## src/rtl/alu_issue_stage_pkg.sv

```systemverilog
// Shared encodings for the ALU issue stage: RV opcodes, funct fields,
// the width-independent decoded control bundle and occupancy states.
package alu_issue_stage_pkg;

  localparam int FUNCT3_WIDTH = 3;

  localparam logic [6:0] OPCODE_OP    = 7'b0110011;
  localparam logic [6:0] OPCODE_OPIMM = 7'b0010011;
  localparam logic [6:0] OPCODE_LUI   = 7'b0110111;
  localparam logic [6:0] OPCODE_AUIPC = 7'b0010111;

  localparam logic [6:0] FUNCT7_BASE = 7'h00;
  localparam logic [6:0] FUNCT7_ALT  = 7'h20;

  localparam logic [FUNCT3_WIDTH-1:0] FUNCT3_ADD = 3'd0;
  localparam logic [FUNCT3_WIDTH-1:0] FUNCT3_SLL = 3'd1;
  localparam logic [FUNCT3_WIDTH-1:0] FUNCT3_SRL = 3'd5;

  typedef struct packed {
    logic [FUNCT3_WIDTH-1:0] op;
    logic                    mod;
    logic [4:0]              rd;
    logic                    rd_we;
    logic                    illegal;
  } ctrl_t;

  typedef enum logic [1:0] {
    OCC_EMPTY = 2'd0,
    OCC_ONE   = 2'd1,
    OCC_TWO   = 2'd2
  } occ_e;

endpackage

```

## src/rtl/alu_issue_decode.sv

```systemverilog
// Combinational decode of OP, OP-IMM, LUI and AUIPC into ALU operands and
// writeback control; everything else is flagged illegal with zeroed operands.
module alu_issue_decode
  import alu_issue_stage_pkg::*;
#(
  parameter int Width = 32
) (
  input  logic [31:0]      instr,
  input  logic [Width-1:0] pc,
  input  logic [Width-1:0] rs1_data,
  input  logic [Width-1:0] rs2_data,
  output logic [Width-1:0] a,
  output logic [Width-1:0] b,
  output ctrl_t            ctrl
);

  localparam int ShW = $clog2(Width);
  localparam int UpW = 12 - ShW;
  // Bits above shamt for SRAI carry only the instr[30] marker.
  localparam logic [UpW-1:0] UpAlt = {2'b01, {(UpW-2){1'b0}}};

  logic [6:0]        opcode;
  logic [6:0]        funct7;
  logic [2:0]        funct3;
  logic [UpW-1:0]    upper;
  logic signed [31:0] imm_u32;
  logic [Width-1:0]  imm_i;
  logic [Width-1:0]  imm_u;
  logic [Width-1:0]  shamt_z;
  logic              unused_rs1_field;

  assign opcode  = instr[6:0];
  assign funct3  = instr[14:12];
  assign funct7  = instr[31:25];
  assign upper   = instr[31 -: UpW];
  assign imm_u32 = {instr[31:12], 12'h000};
  assign imm_i   = {{(Width-12){instr[31]}}, instr[31:20]};
  assign imm_u   = Width'(imm_u32);
  assign shamt_z = Width'(instr[20 +: ShW]);
  assign unused_rs1_field = ^instr[19:15];

  always_comb begin
    a            = '0;
    b            = '0;
    ctrl.op      = FUNCT3_ADD;
    ctrl.mod     = 1'b0;
    ctrl.rd      = instr[11:7];
    ctrl.rd_we   = 1'b0;
    ctrl.illegal = 1'b1;
    if (instr[1:0] == 2'b11) begin
      case (opcode)
        OPCODE_OP: begin
          if (funct7 == FUNCT7_BASE ||
              (funct7 == FUNCT7_ALT && (funct3 == FUNCT3_ADD || funct3 == FUNCT3_SRL))) begin
            ctrl.illegal = 1'b0;
            a            = rs1_data;
            b            = rs2_data;
            ctrl.op      = funct3;
            ctrl.mod     = instr[30];
          end
        end
        OPCODE_OPIMM: begin
          case (funct3)
            FUNCT3_SLL: begin
              if (upper == '0) begin
                ctrl.illegal = 1'b0;
                a            = rs1_data;
                b            = shamt_z;
                ctrl.op      = funct3;
              end
            end
            FUNCT3_SRL: begin
              if (upper == '0 || upper == UpAlt) begin
                ctrl.illegal = 1'b0;
                a            = rs1_data;
                b            = shamt_z;
                ctrl.op      = funct3;
                ctrl.mod     = instr[30];
              end
            end
            default: begin
              ctrl.illegal = 1'b0;
              a            = rs1_data;
              b            = imm_i;
              ctrl.op      = funct3;
            end
          endcase
        end
        OPCODE_LUI: begin
          ctrl.illegal = 1'b0;
          b            = imm_u;
        end
        OPCODE_AUIPC: begin
          ctrl.illegal = 1'b0;
          a            = pc;
          b            = imm_u;
        end
        default: ;
      endcase
    end
    ctrl.rd_we = !ctrl.illegal && (ctrl.rd != 5'd0);
  end

endmodule

```

## src/rtl/alu_issue_stage.sv

```systemverilog
// ALU issue stage: decodes at capture and holds results in a main register
// plus one skid register so in_ready depends only on stored state.
module alu_issue_stage
  import alu_issue_stage_pkg::*;
#(
  parameter int Width = 32
) (
  input  logic                    clk,
  input  logic                    rst_n,
  input  logic                    flush,
  input  logic                    in_valid,
  output logic                    in_ready,
  input  logic [31:0]             in_instr,
  input  logic [Width-1:0]        in_pc,
  input  logic [Width-1:0]        in_rs1_data,
  input  logic [Width-1:0]        in_rs2_data,
  output logic                    out_valid,
  input  logic                    out_ready,
  output logic [Width-1:0]        out_a,
  output logic [Width-1:0]        out_b,
  output logic [FUNCT3_WIDTH-1:0] out_op,
  output logic                    out_mod,
  output logic [4:0]              out_rd,
  output logic                    out_rd_we,
  output logic [Width-1:0]        out_pc,
  output logic                    out_illegal
);

  if (Width != 32 && Width != 64) begin : g_bad_width
    $error("alu_issue_stage: Width must be 32 or 64");
  end

  logic [Width-1:0] dec_a, dec_b;
  ctrl_t            dec_ctrl;

  alu_issue_decode #(.Width(Width)) u_decode (
    .instr    (in_instr),
    .pc       (in_pc),
    .rs1_data (in_rs1_data),
    .rs2_data (in_rs2_data),
    .a        (dec_a),
    .b        (dec_b),
    .ctrl     (dec_ctrl)
  );

  // Handshake: a beat moves on any rising edge where valid && ready; the
  // producer holds valid and data until then, flush drops whatever is held.
  occ_e occ, occ_next;
  logic accept, drain;
  logic load_main_in, load_main_skid, load_skid;

  logic [Width-1:0] main_a, main_b, main_pc, skid_a, skid_b, skid_pc;
  ctrl_t            main_ctrl, skid_ctrl;

  assign in_ready  = (occ != OCC_TWO);
  assign out_valid = (occ != OCC_EMPTY);
  assign accept    = in_valid && in_ready;
  assign drain     = out_valid && out_ready;

  always_ff @(posedge clk or negedge rst_n) begin
    if (!rst_n) occ <= OCC_EMPTY;
    else        occ <= occ_next;
  end

  always_comb begin
    occ_next       = occ;
    load_main_in   = 1'b0;
    load_main_skid = 1'b0;
    load_skid      = 1'b0;
    if (flush) begin
      occ_next = OCC_EMPTY;
    end else begin
      case (occ)
        OCC_EMPTY: begin
          if (accept) begin
            occ_next     = OCC_ONE;
            load_main_in = 1'b1;
          end
        end
        OCC_ONE: begin
          if (accept && !drain) begin
            occ_next  = OCC_TWO;
            load_skid = 1'b1;
          end else if (drain && !accept) begin
            occ_next = OCC_EMPTY;
          end else if (accept && drain) begin
            load_main_in = 1'b1;
          end
        end
        OCC_TWO: begin
          if (drain) begin
            occ_next       = OCC_ONE;
            load_main_skid = 1'b1;
          end
        end
        default: occ_next = OCC_EMPTY;
      endcase
    end
  end

  always_ff @(posedge clk or negedge rst_n) begin
    if (!rst_n) begin
      main_a    <= '0;
      main_b    <= '0;
      main_pc   <= '0;
      main_ctrl <= '0;
      skid_a    <= '0;
      skid_b    <= '0;
      skid_pc   <= '0;
      skid_ctrl <= '0;
    end else begin
      if (load_main_in) begin
        main_a    <= dec_a;
        main_b    <= dec_b;
        main_pc   <= in_pc;
        main_ctrl <= dec_ctrl;
      end else if (load_main_skid) begin
        main_a    <= skid_a;
        main_b    <= skid_b;
        main_pc   <= skid_pc;
        main_ctrl <= skid_ctrl;
      end
      if (load_skid) begin
        skid_a    <= dec_a;
        skid_b    <= dec_b;
        skid_pc   <= in_pc;
        skid_ctrl <= dec_ctrl;
      end
    end
  end

  assign out_a       = main_a;
  assign out_b       = main_b;
  assign out_pc      = main_pc;
  assign out_op      = main_ctrl.op;
  assign out_mod     = main_ctrl.mod;
  assign out_rd      = main_ctrl.rd;
  assign out_rd_we   = main_ctrl.rd_we;
  assign out_illegal = main_ctrl.illegal;

endmodule

```

## config.mk

```make
export PLATFORM = sky130hd
export DESIGN_NAME = alu_issue_stage
export DESIGN_NICKNAME = d
export VERILOG_FILES = /design/src/rtl/alu_issue_stage_pkg.sv /design/src/rtl/alu_issue_decode.sv /design/src/rtl/alu_issue_stage.sv
export SDC_FILE = /design/constraint.sdc
export NUM_CORES = 1
export LEC_CHECK = 0
export CORE_UTILIZATION = 25
export DETAILED_ROUTE_END_ITERATION = 10
export PLACE_DENSITY_LB_ADDON = 0.3
export SLEW_MARGIN = 20
export SYNTH_ARGS = -nofsm -noshare
export SYNTH_HDL_FRONTEND = slang
export SYNTH_SLANG_ARGS = --single-unit
```

## constraint.sdc

```tcl
create_clock -name clk -period 2.6 [get_ports clk]
set_clock_uncertainty 0.15 [all_clocks]
set_input_delay 0.52 -clock clk [delete_from_list [all_inputs] [get_ports clk]]
set_output_delay 0.52 -clock clk [all_outputs]
set_load 0.02 [all_outputs]
```

# After elaboration in Yosys (flattened, before gate mapping)
# Index checks and enable logic that the tools add are counted.
[op_classes]
mux = 51
eq_ne = 14
n_reduce_logical = 21
[op_table]
columns = ["op", "n"]
rows = [
  ["$mux 32", 12],
  ["$pmux 32 s3", 2],
  ["$pmux 32 s2", 2],
  ["$mux 11", 2],
  ["$eq 7x6->1 const B", 3],
  ["$mux 1", 16],
  ["$eq 7x5->1 const B", 2],
  ["$mux 4", 3],
  ["$mux 2", 5],
  ["$mux 5", 2],
  ["$pmux 4 s2", 1],
  ["$logic_and 1x1->1", 7],
  ["$logic_not 7->1", 1],
  ["$ne 3x3->1 const B", 2],
  ["$pmux 2 s3", 1],
  ["$pmux 3 s2", 1],
  ["$reduce_bool 5->1", 1],
  ["$eq 2x2->1 const B", 2],
  ["$ne 4x4->1 const B", 1],
  ["$pmux 1 s2", 2],
  ["$reduce_bool 2->1", 2],
  ["$eq 3x1->1 const B", 1],
  ["$eq 3x3->1 const B", 1],
  ["$logic_not 1->1", 3],
  ["other kinds (9)", 11],
]
[word_totals]
register_bits = 216
word_cells = 103

# Depth between registers and ports, before layout
[logic_depth]
depth_word = 10
depth_mapped = 8
mapped_depth_nobuf = 5

# By module
# Synthesis repeated with hierarchy kept, for this count alone.
[unflattened]
hier_cells = 722
hier_area_um2 = 9734.3
[modules_own_cells]
columns = ["module", "cells_each", "area_each_um2", "seq_area_each_um2", "n_inst"]
rows = [
  ["alu_issue_stage", 600, 8733.4, 5405.2, 1],
  ["alu_issue_decode", 122, 1001.0, 0.0, 1],
]

# Worst setup path after synthesis
# OpenSTA, ideal clock, no wires.
[synth_path]
path_kind = "input to register"
from = "input port in_instr[25]"
to = "register skid_a[10]"
t_arrival_ns = 2.040
required_time_ns = 2.384
path_stages = 6
path_buffers = 1
setup_ns = 0.066
path_slack_ns = 0.344
path_cell_list = "or4_4 -> nor4_4 -> a32oi_1 -> nor2_2 -> buf_4 -> a221o_1"
[synth_between]
elab_chain_len = 6
elab_cells_between_ends = 11
[synth_lines]
columns = ["item", "line_no", "source"]
rows = [
  ["start: declaration", "alu_issue_stage.sv:13", "input logic [31:0] in_instr,"],
  ["$eq 7x6->1 or $logic_not 7->1 (tied branches)", "--", ""],
  ["$logic_or 1x1->1 or $logic_and 1x1->1 (tied branches)", "alu_issue_decode.sv:73, alu_issue_decode.sv:54", ""],
  ["$mux 32 or $logic_or 1x1->1 (tied branches)", "alu_issue_decode.sv:73, alu_issue_decode.sv:53", ""],
  ["$pmux 32 s2 or $mux 32 (tied branches)", "alu_issue_decode.sv:63, alu_issue_decode.sv:53", ""],
  ["$pmux 32 s3 (*)", "alu_issue_decode.sv:51", "case (opcode)"],
  ["$mux 32 (*)", "alu_issue_decode.sv:50", "if (instr[1:0] == 2'b11) begin"],
  ["end signal: assignment", "alu_issue_stage.sv:107", "skid_a <= '0;"],
  ["end signal: assignment", "alu_issue_stage.sv:124", "skid_a <= dec_a;"],
  ["end: declaration", "alu_issue_stage.sv:52", "logic [Width-1:0] main_a, main_b, main_pc, skid_a, skid_b, skid_pc;"],
]
# Every way passes the cells marked *; elsewhere a longest branch is shown, timed or not.
# A chain may end at the register's enable or synchronous reset.

# Worst setup path after layout
[layout_path]
from = "register occ[0]"
to = "output port out_valid"
[layout_between]
elab_chain_len = 1
[layout_lines]
columns = ["item", "line_no", "source"]
rows = [
  ["start: declaration", "alu_issue_stage.sv:48", "occ_e occ, occ_next;"],
  ["start signal: assignment", "alu_issue_stage.sv:62", "else occ <= occ_next;"],
  ["$reduce_bool 2->1", "alu_issue_stage.sv:56", "assign out_valid = (occ != OCC_EMPTY);"],
  ["end: declaration", "alu_issue_stage.sv:17", "output logic out_valid,"],
]
# Every way passes these cells.

==> impl_metrics.yaml <==
critical_path:
  end_kind: "output port"
  path_class: "flip-flop to output port"
  reg2reg_slack_ns: 0.19
  path_delay_family: "buffers and inverters"
  cpPeakStageDelay_ns: 0.53
  crit_chain: "or2_2 -> clkdlybuf4s50_1"
  critPathLaunchType: "flip-flop"
  crit_buf_inv: 1
  cpMaxStageDelayCell: "clkdlybuf4s50_1"
  cp_max_fo: 7
  arrival_ns: 1.84
  crit_required_ns: 1.93
sta:
  fin_setup_tns_ns: 0
  timing.hold.ws_ns: 0.322
  worstMarginPinSlew_ns: 0.938
  clock.fmax_mhz: 398
  hold_viol_final: 0
  setup_violations: 0
  rsz0062_at_grt: "no"
  drv_slew: 0
  slew_headroom: 0.373
  min_period_ns: 2.51
  period_share: 0.967
synth:
  synth_ff_type: "dfrtp_1"
  synth-compound-area-share: 0.209
  ys_types: 48
  synthSimpleGateAreaFrac: 0.192
  yosysSeqAreaShare: 0.559
  syn_avg_cell_area_sq_um: 9.72
  synth_fp_nets: 1128
  synth_xor_area_frac: 0.000906
  synth_edf_count: 0
  synth_top_family_by_area: "compound AO/OA/AOI/OAI gates"
  syn-instance-count: 995
  async_flop_share: 1.00
  netlist_area_sq_um: 9670
  synth_warnings: 0
  synthAdderAreaFrac: 0
  synthMuxAreaShare: 0.00207
  ys_ff_latch: 216
final_layout:
  utilization: 0.376
  areaGrowthSynthToFinish_pct: 47.3
  drive_above_1_share: 0.115
  final_net_count: 1411
  final_cell_area_sq_um: 14200
clock_network:
  clock-sinks: 216
  insertion_delay_ns: 0.54
  cts_tree: "yes"
  cts-root-buf: "clkbuf_16"
  cts_made_buffers: 26
  cts_resized: 0
  clkSlewWorstSetupHoldPaths_ns: 0.06
  h-tree-depth: 1
  ctsLongestPathBuffers: 3
routing:
  drt_iter0_markers: 574
  ant_nets: 0
  routed_wl_microns: 34100
  via_per_inst: 4.89
  via_count: 8834
  wl_per_cell_microns: 18.9
  drtPass1Iterations: 6
  drc: 0
grt:
  track_usage: 0.174
  grt_max_degree: 56
  first_global_vias: 8955
  grt_antenna_before_repair: 2
  grt_pass1_wl_microns: 53300
  overflow: 0
floorplanning:
  core-area_sq_um: 37800
  ioPinCount: 242
  die_h_microns: 199
  die-area_sq_um: 39500
  start_util: 0.256
  die_w_microns: 199
  rows: 71
power_and_ir_drop:
  vdd_drop_max_mv: 0.392
  leakage_nw: 6.56
  p_per_area_nw_per_um2: 645
  total_power_mw: 9.19
place:
  place.port_buffers: 241
  gp_congestion: 0.862
  place_area_sq_um: 13400
  dpl.hpwl_microns: 23900
outcome:
  status: "finished clean"
job:
  cap_violations: 0
hold_path:
  hp-class: "flip-flop to flip-flop"
## state kept, by name (all words and copies together), names as in the netlist
name	flops
out_b	32
out_rd_we	1
skid_ctrl	11
out_illegal	1
out_a	32
out_mod	1
out_pc	32
skid_b	32
occ	2
skid_a	32
out_op	3
out_rd	5
skid_pc	32
## stage by stage
stage | instances | setup WS [ns]
after global routing | 1807 | 0.00286
after floorplan | 995 | 0.344
after CTS | 1806 | 0.0466
after detailed placement | 1760 | -0.390
final | 1807 | 0.0852
after global placement | 1760 | -0.339
## area by class of cell
cell class | instances | area (sq um)
Fill cell | 3851 | 23600
Sequential cell | 216 | 5410
Multi-Input combinational cell | 695 | 3980
Timing Repair Buffer | 337 | 3420
Clock buffer | 38 | 737
Tap cell | 511 | 639
Clock inverter | 7 | 62.6
Inverter | 2 | 7.51
Antenna cell | 1 | 2.50
## cells in the final DEF (no fill, tap or decap), types with 30 or more instances in the layout
cell             count
nand2_1            267
clkdlybuf4s50_1    240
dfrtp_1            216
buf_4               73
a22oi_1             67
and3_1              60
a21oi_1             57
a221o_1             54
nor2_1              43
o21ai_0             30
## cell usage after synthesis (3+ instances only)
library cell / number / area, sq um
nand3_1: 6 / 30.0
nand3b_1: 3 / 22.5
and2_1: 8 / 50.1
buf_1: 6 / 22.5
clkbuf_1: 67 / 251
nor2b_1: 3 / 18.8
buf_6: 4 / 45.0
o221ai_1: 4 / 35.0
a32oi_1: 20 / 175
a22oi_1: 67 / 503
a21oi_1: 57 / 285
nor2_1: 44 / 165
a21o_1: 15 / 113
and3_1: 60 / 375
buf_4: 4 / 30.0
a221o_1: 54 / 541
a31oi_1: 9 / 56.3
o21ai_1: 6 / 30.0
dfrtp_1: 216 / 5410
nand2_1: 268 / 1010
or3_1: 3 / 18.8
a22o_1: 7 / 61.3
nor3_1: 3 / 15.0
o21ai_0: 30 / 150
## routing by layer
layer | GRT usage | share of wire | wire (microns)
met4 | 0.0425 | 0.017 | 595
met3 | 0.0448 | 0.080 | 2730
met2 | 0.277 | 0.46 | 15700
met1 | 0.236 | 0.44 | 15100
met5 | 0 | 0.00050 | 17
## timing repair
item / in CTS / in global routing
endpoints found under the setup margin: 0 / 7
setup buffers: 0 / 0
hold buffers: 1 / 0
hold endpoints to repair: 37 / 0
## worst min-delay path, stage by stage, from the launching register on
cell,delay [ns]
dfrtp_1,0.34
nand2_1,0.05
nand2_1,0.05
## path summary, 6_finish.rpt
path                            startpoint    endpoint  depth (start not counted)
worst max register to register      occ[0]   out_rd[0]                          6
worst min register to register   out_pc[5]   out_pc[5]                          2
worst max-delay path                occ[0]   out_valid                          2
worst min-delay path             out_pc[5]   out_pc[5]                          2
min in group asynchronous            rst_n  out_pc[14]                          2
max in group asynchronous            rst_n  skid_b[16]                          3
## report_power, final
| group | switching [mW] | internal [mW] |
|---|---|---|
| combinational | 0.841 | 0.793 |
| sequential | 0.254 | 3.82 |
| clock | 1.44 | 2.05 |
| total | 2.54 | 6.66 |
## kinds of logic after synthesis
| family | count (synthesis) |
|---|---|
| and+or+nand+nor | 414 |
| AOI/OAI and AO/OA | 278 |
| xor gates and xnor gates | 1 |
| buffers and inverters | 84 |
| DFF | 216 |
| muxes | 2 |
Note: power is estimated with default switching activity, not from simulation.
